==> src/rtl/text_screen_sched.sv <==
// Game-phase scheduler for the TicTacToe VGA text overlays.
// Runs START -> PLAY -> RESULT -> START, moving phase only on frame_tick so a
// frame never shows a torn screen. One text screen is enabled at a time, and its
// font ROM address and pixel colour are muxed onto the shared ROM and pixel path.
module text_screen_sched #(
  parameter int unsigned HOLD_FRAMES = 120,
  parameter int unsigned CNT_W       = 8
) (
  input  logic        clk,
  input  logic        reset_n,
  input  logic        pixel_tick,
  input  logic        frame_tick,
  input  logic        start_btn,
  input  logic        game_over,
  input  logic [1:0]  winner,
  input  logic [10:0] start_rom_addr,
  input  logic [10:0] tie_rom_addr,
  input  logic [10:0] win_rom_addr,
  input  logic        start_text_on,
  input  logic        tie_text_on,
  input  logic        win_text_on,
  input  logic [2:0]  start_rgb,
  input  logic [2:0]  tie_rgb,
  input  logic [2:0]  win_rgb,
  output logic        start_ce,
  output logic        tie_ce,
  output logic        win_ce,
  output logic [1:0]  win_player,
  output logic [10:0] rom_addr,
  output logic        text_on,
  output logic [2:0]  text_rgb,
  output logic [1:0]  phase,
  output logic        game_enable
);

  localparam int unsigned ADDR_W = 11;
  localparam int unsigned RGB_W  = 3;
  localparam logic [CNT_W-1:0] HOLD_LAST = CNT_W'(HOLD_FRAMES - 1);

  typedef enum logic [1:0] {
    PH_START  = 2'b00,
    PH_PLAY   = 2'b01,
    PH_RESULT = 2'b10
  } phase_e;

  phase_e             phase_q;
  logic               start_btn_q;
  logic               start_pend_q;
  logic               over_pend_q;
  logic [CNT_W-1:0]   hold_cnt_q;
  logic [1:0]         win_player_q;
  logic [1:0]         win_player_d;
  logic               start_ce_q;
  logic               tie_ce_q;
  logic               win_ce_q;
  logic               game_enable_q;
  logic               text_on_q;
  logic [RGB_W-1:0]   text_rgb_q;

  logic               start_rise;
  logic               start_ok;
  logic               over_ok;
  logic               sel_on;
  logic [RGB_W-1:0]   sel_rgb;
  logic [ADDR_W-1:0]  sel_addr;

  // Event qualification: button rise counts in START/RESULT, game_over only in PLAY
  assign start_rise = start_btn & ~start_btn_q;
  assign start_ok   = (phase_q == PH_START) || (phase_q == PH_RESULT);
  assign over_ok    = (phase_q == PH_PLAY);

  // Winner latch; 11 is folded to tie, a later game_over overwrites
  always_comb begin
    win_player_d = win_player_q;
    if (game_over && over_ok) begin
      win_player_d = (winner == 2'b11) ? 2'b00 : winner;
    end
  end

  // Phase FSM with pending flags, hold counter and registered enables
  always_ff @(posedge clk or negedge reset_n) begin
    if (!reset_n) begin
      phase_q       <= PH_START;
      start_btn_q   <= 1'b0;
      start_pend_q  <= 1'b0;
      over_pend_q   <= 1'b0;
      hold_cnt_q    <= '0;
      win_player_q  <= 2'b00;
      start_ce_q    <= 1'b1;
      tie_ce_q      <= 1'b0;
      win_ce_q      <= 1'b0;
      game_enable_q <= 1'b0;
    end else begin
      start_btn_q  <= start_btn;
      win_player_q <= win_player_d;
      if (start_rise && start_ok) start_pend_q <= 1'b1;
      if (game_over && over_ok)   over_pend_q  <= 1'b1;
      if (frame_tick) begin
        case (phase_q)
          PH_START: begin
            if (start_pend_q) begin
              phase_q       <= PH_PLAY;
              start_pend_q  <= 1'b0;
              start_ce_q    <= 1'b0;
              game_enable_q <= 1'b1;
            end
          end
          PH_PLAY: begin
            if (over_pend_q) begin
              phase_q       <= PH_RESULT;
              hold_cnt_q    <= '0;
              over_pend_q   <= 1'b0;
              game_enable_q <= 1'b0;
              win_ce_q      <= (win_player_d != 2'b00);
              tie_ce_q      <= (win_player_d == 2'b00);
            end
          end
          PH_RESULT: begin
            if (start_pend_q || (hold_cnt_q == HOLD_LAST)) begin
              phase_q      <= PH_START;
              start_pend_q <= 1'b0;
              start_ce_q   <= 1'b1;
              tie_ce_q     <= 1'b0;
              win_ce_q     <= 1'b0;
            end else begin
              hold_cnt_q <= hold_cnt_q + CNT_W'(1);
            end
          end
          default: begin
            phase_q       <= PH_START;
            start_ce_q    <= 1'b1;
            tie_ce_q      <= 1'b0;
            win_ce_q      <= 1'b0;
            game_enable_q <= 1'b0;
          end
        endcase
      end
    end
  end

  // Screen select for the shared font ROM and pixel path
  always_comb begin
    sel_on   = 1'b0;
    sel_rgb  = '0;
    sel_addr = '0;
    case (phase_q)
      PH_START: begin
        sel_on   = start_text_on;
        sel_rgb  = start_rgb;
        sel_addr = start_rom_addr;
      end
      PH_RESULT: begin
        if (win_ce_q) begin
          sel_on   = win_text_on;
          sel_rgb  = win_rgb;
          sel_addr = win_rom_addr;
        end else begin
          sel_on   = tie_text_on;
          sel_rgb  = tie_rgb;
          sel_addr = tie_rom_addr;
        end
      end
      default: ;
    endcase
  end

  // Pixel path: one-clock registered overlay, advanced on pixel_tick only
  always_ff @(posedge clk or negedge reset_n) begin
    if (!reset_n) begin
      text_on_q  <= 1'b0;
      text_rgb_q <= '0;
    end else if (pixel_tick) begin
      text_on_q  <= sel_on;
      text_rgb_q <= sel_on ? sel_rgb : '0;
    end
  end

  assign rom_addr    = sel_addr;
  assign phase       = phase_q;
  assign start_ce    = start_ce_q;
  assign tie_ce      = tie_ce_q;
  assign win_ce      = win_ce_q;
  assign win_player  = win_player_q;
  assign game_enable = game_enable_q;
  assign text_on     = text_on_q;
  assign text_rgb    = text_rgb_q;

endmodule

==> config.mk <==
export PLATFORM = sky130hd
export DESIGN_NAME = text_screen_sched
export DESIGN_NICKNAME = d
export VERILOG_FILES = /design/src/rtl/text_screen_sched.sv
export SDC_FILE = /design/constraint.sdc
export NUM_CORES = 1
export LEC_CHECK = 0
export ABC_AREA = 0
export ABC_CLOCK_PERIOD_IN_PS = 2100
export BUFFER_PORTS_ARGS = -buffer_cell sky130_fd_sc_hd__buf_2
export CAP_MARGIN = 20
export CORE_ASPECT_RATIO = 0.8
export CORE_MARGIN = 2
export CORE_UTILIZATION = 30
export CTS_CLUSTER_SIZE = 14
export DETAILED_ROUTE_END_ITERATION = 6
export HOLD_SLACK_MARGIN = 0.1
export PLACE_DENSITY_LB_ADDON = 0.05
export REMOVE_ABC_BUFFERS = 1
export SLEW_MARGIN = 20
export SYNTH_ARGS = -nofsm -noshare
export SYNTH_HDL_FRONTEND = slang
export SYNTH_SLANG_ARGS = --single-unit
==> constraint.sdc <==
create_clock -name clk -period 2.1 [get_ports clk]
set_input_delay 0.315 -clock clk [delete_from_list [all_inputs] [get_ports clk]]
set_output_delay 0.315 -clock clk [all_outputs]
set_load 0.02 [all_outputs]
Word-level counts from Yosys, hierarchy flattened
Cells that the tools add are included.
{"block": "word_totals", "register_bits": 23, "latch_bits": 0, "mem_bits_rw": 0, "rom_bits": 0, "input_bits": 53, "output_inout_bits": 23, "wordCells": 75, "mem_count": 0}
{"block": "classes", "n_addsub": 1, "multipliers": 0, "n_div": 0, "order_cmp": 0, "eq_ne": 8, "shift": 0, "mux": 36, "bitwise": 5, "reduce_logical": 13}
{"cell": "$pmux 11 s2", "count": 1}
{"cell": "$reduce_and 4->1", "count": 5}
{"cell": "$mux 1", "count": 16}
{"cell": "$mux 8", "count": 2}
{"cell": "$pmux 8 s2", "count": 1}
{"cell": "$pmux 1 s3", "count": 4}
{"cell": "$mux 11", "count": 1}
{"cell": "$mux 2", "count": 5}
{"cell": "$add 8x1->8 const B", "count": 1}
{"cell": "$eq 8x7->1 const B", "count": 1}
{"cell": "$mux 3", "count": 2}
{"cell": "$ne 2x2->1 const B", "count": 3}
{"cell": "$pmux 2 s3", "count": 1}
{"cell": "$pmux 3 s2", "count": 1}
{"cell": "$eq 2x2->1 const B", "count": 2}
{"cell": "$logic_not 2->1", "count": 2}
{"cell": "$not 1->1", "count": 4}
{"cell": "$pmux 1 s2", "count": 2}
{"cell": "$reduce_bool 2->1", "count": 2}
{"cell": "$eq 2x1->1 const B", "count": 1}
{"cell": "$logic_and 1x1->1", "count": 2}
{"cell": "$logic_or 1x1->1", "count": 2}
{"cell": "$ne 2x1->1 const B", "count": 1}
{"cell": "$and 1x1->1", "count": 1}

Longest topological paths before layout
Gate-level depths: netlist of run 1.
{"block": "depth", "ltp_word": 7, "ltp_mapped": 6, "mapped_depth_nobuf": 5}

Worst setup path before layout of run 1
Ideal clock, no wire load.
{"block": "synth_timing", "path_kind": "register -> output", "startpoint": "register phase_q[1] (netlist: phase[1])", "endpoint": "output port rom_addr[10]", "t_arrival_ns": 1.709, "required_time_ns": 1.785, "slack_ns": 0.076, "path_stages_with_launch": 5, "path_buffers": 2, "path_cell_list": "dfrtp_1 -> buf_1 -> clkbuf_1 -> nor2_1 -> a211oi_1"}
{"block": "synth_between", "elab_chain_len": 2, "elab_cells_between_ends": 3, "cone_classes": "eq/ne (1); mux (1); reduce/logical (1)"}
{"element": "start: declaration", "line": "46", "text": "phase_e phase_q;"}
{"element": "start signal: assignment", "line": "83", "text": "phase_q <= PH_START;"}
{"element": "start signal: assignment", "line": "102", "text": "phase_q <= PH_PLAY;"}
{"element": "start signal: assignment", "line": "110", "text": "phase_q <= PH_RESULT;"}
{"element": "$eq 2x2->1 / $logic_not 2->1 (equally long branches)", "line": "146", "text": "case (phase_q)"}
{"element": "$pmux 11 s2 *", "line": "146"}
{"element": "end: declaration", "line": "29", "text": "output logic [10:0] rom_addr,"}
Mark *: on every way between the ends. The rest lies on a longest branch, timed or not.

Worst setup path in the final report of run 1
{"block": "layout_timing", "startpoint": "register phase_q[1] (netlist: phase[1])", "endpoint": "output port rom_addr[9]"}
The elaborated chain is that of the path after synthesis.

==> impl_metrics.py, run 1 <==
metrics = {
    "finish": {
        "layout_commonest_cell": "buf_2",
        "n_antenna_cell": 0,
        "syn2layout_area_growth_pct": 33.0,
        "final_area_sq_um": 1940,
        "n_fill_cell": 498,
        "final_cell_mix": "buf_2, dfrtp_1, mux2i_1, nor2_1, nand2_1",
        "drive_above_1_share": 0.382,
        "layoutNonFillerInstCount": 293,
        "final_net_count": 288,
    },
    "critical_path": {
        "critPathKind": "reg2out",
        "worstPathRequired_ns": 1.78,
        "ff2ff_path_depth": 4,
        "critPathSlowestCell": "dfrtp_1",
        "path_delay_family": "buffers and inverters",
        "cpPeakStageDelay_ns": 0.45,
        "path_max_fanout": 36,
        "r2r_start": "phase[1]",
        "worstSetupStartpointType": "register",
        "r2r_end": "hold_cnt_q[3]",
        "path_buf_inv": 2,
        "endpoint_kind": "output port",
        "reg2reg_slack_ns": 0.37,
        "path_cells": "buf_4, nor2_1, a211oi_1, buf_2",
        "worstPathArrival_ns": 1.62,
    },
    "synth": {
        "synth-seq-area-share": 0.396,
        "synth-xor-area-share": 0.0120,
        "syn_area_sq_um": 1460,
        "ys_seq_elements": 23,
        "avgSynthCellArea_sq_um": 9.11,
        "synth_top_family_by_area": "compound AO/OA/AOI/OAI gates",
        "synthMuxAreaShare": 0.110,
        "async_flop_share": 1.00,
        "synth_compound_area_frac": 0.235,
        "synthCells": 160,
        "synthSimpleGateAreaFrac": 0.183,
        "yosys_warnings": 0,
        "synth_edf_count": 0,
        "synth_fa_ha_area_frac": 0.00858,
        "ys_types": 41,
        "ys.flop_type": "dfrtp_1",
    },
    "placement": {
        "placed_cells": 288,
        "dp_hpwl_microns": 2930,
        "portBuffers": 75,
        "globalplace.congestion": 0.736,
        "placedInstanceArea_sq_um": 1880,
    },
    "clocking": {
        "cts_sinks": 23,
        "cts_buffer_depth": 2,
        "path_clk_slew_ns": 0.08,
        "htreeDepth": 1,
        "tritoncts": "yes",
        "cts_buffers": 3,
        "root_buffer": "clkbuf_8",
        "cts_resized": 0,
        "worst_skew_pair.late_latency_ns": 0.26,
    },
    "timing": {
        "hold_viol": 0,
        "rsz0062_at_grt": "false",
        "whs_ns": 0.160,
        "slew_headroom": 0.646,
        "worst-slew-pin-transition_ns": 0.532,
        "finalSetupViolations": 0,
        "clock.fmax_mhz": 517,
        "period_needed_ns": 1.93,
        "final-max-slew-violation-count": 0,
        "skew_ns": 0.00148,
        "post-route-period-util": 0.920,
    },
    "detailed_routing": {
        "drc": 0,
        "ant_nets": 0,
        "drt_pass1_iterations": 4,
        "via_count": 1437,
        "drtIter0Drc": 90,
        "wl_microns": 3780,
        "wl_per_cell_microns": 12.9,
        "viasPerCell": 4.90,
    },
    "power_and_ir_drop": {
        "ir_drop_mv": 0.589,
        "power.density_cell_area_nw_per_um2": 1170,
        "p_leak_nw": 0.934,
    },
    "floorplan": {
        "fp-row-count": 22,
        "fp.dieArea_sq_um": 5440,
        "core_sq_um": 4620,
        "fp.dieW_microns": 81.9,
        "initial_core_util": 0.315,
        "fp.dieH_microns": 66.3,
        "ios": 76,
    },
    "flow_run": {
        "maxCapViolations": 0,
    },
    "global_routing": {
        "grt_max_degree": 37,
        "grt_pass1_wl_microns": 6220,
        "grtUsageTotal": 0.148,
        "grt_pass1_vias": 1403,
        "grt-ovfl-total": 0,
        "antenna_found_initial": 0,
    },
    "min_path": {
        "hold_class": "in2reg",
        "min_path_cells": 1,
        "hold_end": "start_btn_q",
        "min_from": "start_btn",
    },
    "outcome": {
        "status": "completed",
    },
}
==> worst reg2reg max path, delay by kind of cell, from the launching register on <==
family,cells,cell delay (ns)
compound gates,2,0.33
flops,1,0.45
simple gates,2,0.88
==> cell families (layout without fill, tap and decap cells) <==
kind of cell,after synthesis,after routing
and+or+nand+nor,51,51
adders and majority gates,1,1
AOI/OAI and AO/OA,49,49
muxes,16,16
DFF,23,23
xor gates and xnor gates,2,2
buffers and inverters,18,91
==> cells in the mapped netlist, drive strengths merged (2+ instances only) <==
cell	instances	share of area
a211oi	11	0.057
dfrtp	22	0.38
nand2	15	0.039
o21ai	13	0.047
nand2b	3	0.013
o31ai	2	0.014
inv	8	0.021
buf	6	0.025
xor2	2	0.012
mux2i	16	0.11
nor2	16	0.041
nor2b	3	0.013
o2111ai	2	0.012
and2	2	0.0086
o22ai	4	0.017
clkbuf	4	0.010
nand3	4	0.014
a22o	2	0.012
o211ai	2	0.010
a21o	3	0.015
a21oi	5	0.017
==> power breakdown <==
group | switching (W) | total, W | leakage (nW) | internal, W
Clock | 0.000149 | 0.000283 | 0.0217 | 0.000134
Combinational | 0.000800 | 0.00130 | 0.615 | 0.000505
Sequential | 0.000104 | 0.000679 | 0.298 | 0.000575
==> layout make-up <==
cell class              count  area [sq um]  share of cell area
clock buffers               3          41.3              0.0213
clock inverters             1          7.51             0.00387
inverters                   8          30.0              0.0155
multi-input cells         119           800               0.413
flip-flops and latches     23           577               0.298
well taps                  60          75.1              0.0387
repair buffers             79           408               0.210
==> flip-flops by register name (all words and copies together), names as in the netlist <==
| register | flops |
|---|---|
| hold_cnt_q | 8 |
| over_pend_q | 1 |
| win_ce | 1 |
| text_rgb | 3 |
| start_pend_q | 1 |
| start_btn_q | 1 |
| text_on | 1 |
| win_player | 2 |
| game_enable | 1 |
| tie_ce | 1 |
| start_ce | 1 |
| phase | 2 |
==> what timing repair did <==
action / CTS / global route
buffers inserted: 0 / 0
hold endpoints to repair: 22 / 0
hold buffers: 1 / 0
==> worst max path at each step <==
| stage | start | to | slack (ns) | cells past startpoint |
|---|---|---|---|---|
| after floorplan | phase[1] | hold_cnt_q[3] | -0.04 | 4 |
| after global placement | phase[1] | hold_cnt_q[3] | 0.43 | 4 |
| after detailed placement | phase[1] | hold_cnt_q[3] | 0.39 | 4 |
| after CTS | phase[1] | rom_addr[9] | 0.16 | 4 |
| after global routing | phase[1] | rom_addr[4] | 0.01 | 4 |
| final | phase[1] | rom_addr[9] | 0.17 | 4 |
==> routing by layer <==
layer  up-vias  part of all wire  track usage
met5         -                 0            0
li1        727                 -            -
met1       670              0.49        0.190
met2        35              0.46        0.255
met4         0            0.0040       0.0250
met3         5             0.045       0.0328
==> per-stage QoR <==
step           setup WS [ns]  power, W  setup TNS, ns   util
2_1_floorplan        -0.0353   0.00156        -0.0353      -
3_3_place_gp           0.431   0.00198              0  0.406
3_5_place_dp           0.393   0.00201              0  0.406
4_1_cts                0.155   0.00230              0  0.419
5_1_grt               0.0112   0.00245              0  0.419
6_report               0.167   0.00227              0  0.419
No activity file was read; power rests on OpenSTA's default activity.
==> run 2: changes to the inputs <==
- PLACE_DENSITY: unset -> 0.56
- PLACE_DENSITY_LB_ADDON: 0.05 -> unset
==> run 2 against run 1 <==
Core utilization increased by 0.16 points; sequential power fell by 2%; clock power barely moved; via count is 0.97% lower; final area increased by 0.39%; count of clock-buffer cells in the layout unchanged; critical endpoint is now rom_addr[1]; largest cell class unchanged; highest routed layer unchanged.
==> impl_metrics.py, run 2 (synthesis results as in run 1) <==
metrics = {
    "critical_path": {
        "r2r_start": "hold_cnt_q[0]",
        "cpPeakStageDelay_ns": 0.36,
        "worstPathRequired_ns": 1.78,
        "path_buf_inv": 3,
        "worstPathArrival_ns": 1.62,
        "path_common_cell": "buf_4",
        "path_cells": "buf_4, buf_4, nor2_1, a211oi_1, buf_2",
        "worstSetupStartpointType": "register",
        "path_delay_family": "buffers and inverters",
        "ff2ff_path_depth": 5,
        "endpoint_kind": "output port",
        "reg2reg_slack_ns": 0.39,
        "critPathKind": "reg2out",
        "r2r_end": "win_ce",
        "critPathSlowestCell": "dfrtp_1",
        "path_max_fanout": 24,
    },
    "global_routing": {
        "grt_pass1_wl_microns": 5920,
        "grt-ovfl-total": 0,
        "grt_pass1_vias": 1276,
        "grt_max_degree": 25,
        "grtUsageTotal": 0.139,
        "antenna_found_initial": 0,
    },
    "timing": {
        "period_needed_ns": 1.94,
        "post-route-period-util": 0.922,
        "rsz0062_at_grt": "false",
        "skew_ns": 0.00236,
        "final-max-slew-violation-count": 0,
        "clock.fmax_mhz": 517,
        "setup_slack_ns": 0.165,
        "slew_headroom": 0.663,
        "whs_ns": 0.161,
        "finalSetupViolations": 0,
        "worst-slew-pin-transition_ns": 0.505,
        "hold_viol": 0,
    },
    "placement": {
        "post-place-ws_ns": 0.383,
        "portBuffers": 75,
        "placed_cells": 289,
        "dp_hpwl_microns": 2800,
        "globalplace.congestion": 0.773,
    },
    "floorplan": {
        "fp.dieArea_sq_um": 5440,
        "ios": 76,
        "initial_core_util": 0.315,
        "fp.dieW_microns": 81.9,
        "fp-row-count": 22,
        "fp.dieH_microns": 66.3,
        "core_sq_um": 4620,
    },
    "power_and_ir_drop": {
        "ir_drop_mv": 0.832,
        "p_leak_nw": 0.939,
        "power.density_cell_area_nw_per_um2": 1170,
        "power.total_w": 0.00228,
    },
    "finish": {
        "largest_reg_flops": 8,
        "final_net_count": 289,
        "final_cell_mix": "buf_2, dfrtp_1, mux2i_1, nor2_1, nand2_1",
        "drive_above_1_share": 0.385,
        "layoutNonFillerInstCount": 294,
        "largest_register": "hold_cnt_q",
        "layout_commonest_cell": "buf_2",
        "n_antenna_cell": 0,
        "syn2layout_area_growth_pct": 33.5,
    },
    "clocking": {
        "root_buffer": "clkbuf_8",
        "htreeDepth": 1,
        "post_cts_buffers": 0,
        "tritoncts": "yes",
        "cts_buffer_depth": 2,
        "holdBufCountCts": 1,
        "cts_sinks": 23,
        "cts_buffers": 3,
        "worst_skew_pair.late_latency_ns": 0.27,
        "cts_resized": 0,
        "path_clk_slew_ns": 0.08,
    },
    "flow_run": {
        "maxCapViolations": 0,
    },
    "detailed_routing": {
        "viasPerCell": 4.84,
        "via_count": 1423,
        "topRoutingLayerUsed": "met4",
        "met3WireLength_microns": 216,
        "dr_wl_met2_microns": 1570,
        "wl_met1_microns": 1840,
        "drt_pass1_iterations": 4,
        "ant_nets": 0,
        "drtIter0Drc": 54,
        "wl_microns": 3640,
        "wl_per_cell_microns": 12.4,
        "drc": 0,
    },
    "min_path": {
        "hold_end": "start_btn_q",
        "min_path_cells": 1,
        "min_from": "start_btn",
        "hold_class": "in2reg",
    },
    "outcome": {
        "status": "completed",
    },
}
==> run 2: changes by cell type in the layout (fill, tap and decap cells not counted) <==
cell	delta
buf_4	+1
==> run 2: final cells by class <==
cell class,count,area (sq um)
tap,60,75.1
clock inverter,1,7.51
timing repair buffer,80,415
clock buffer,3,41.3
inverter,8,30.0
sequential,23,577
multi-input combinational,119,800
fill,483,2680
==> run 2: metrics by stage <==
| step | utilization | area, sq um | TNS, ns |
|---|---|---|---|
| after floorplan | - | 1410 | -0.0353 |
| after global placement | 0.408 | 1890 | 0 |
| after detailed placement | 0.408 | 1890 | 0 |
| after CTS | 0.421 | 1950 | 0 |
| after global routing | 0.421 | 1950 | 0 |
| final | 0.421 | 1950 | 0 |
==> run 2: worst max path at each step <==
stage	endpoint	startpoint	cells after the start
after floorplan	hold_cnt_q[3]	phase[1]	4
after global placement	win_ce	hold_cnt_q[0]	5
after detailed placement	hold_cnt_q[3]	frame_tick	5
after CTS	rom_addr[1]	phase[1]	5
after global routing	rom_addr[6]	phase[1]	5
final	rom_addr[1]	phase[1]	5
==> run 2: power by group <==
part | total (W) | switching [W] | internal (W)
Clock | 0.000283 | 0.000148 | 0.000134
Combinational | 0.00133 | 0.000816 | 0.000517
Sequential | 0.000665 | 0.0000906 | 0.000575
Total | 0.00228 | 0.00105 | 0.00123
==> run 2: per-layer routing <==
metal | track usage | vias to the layer above
met5 | 0 | -
met4 | 0.0188 | 0
met3 | 0.0287 | 2
met2 | 0.224 | 37
met1 | 0.195 | 657
li1 | - | 727
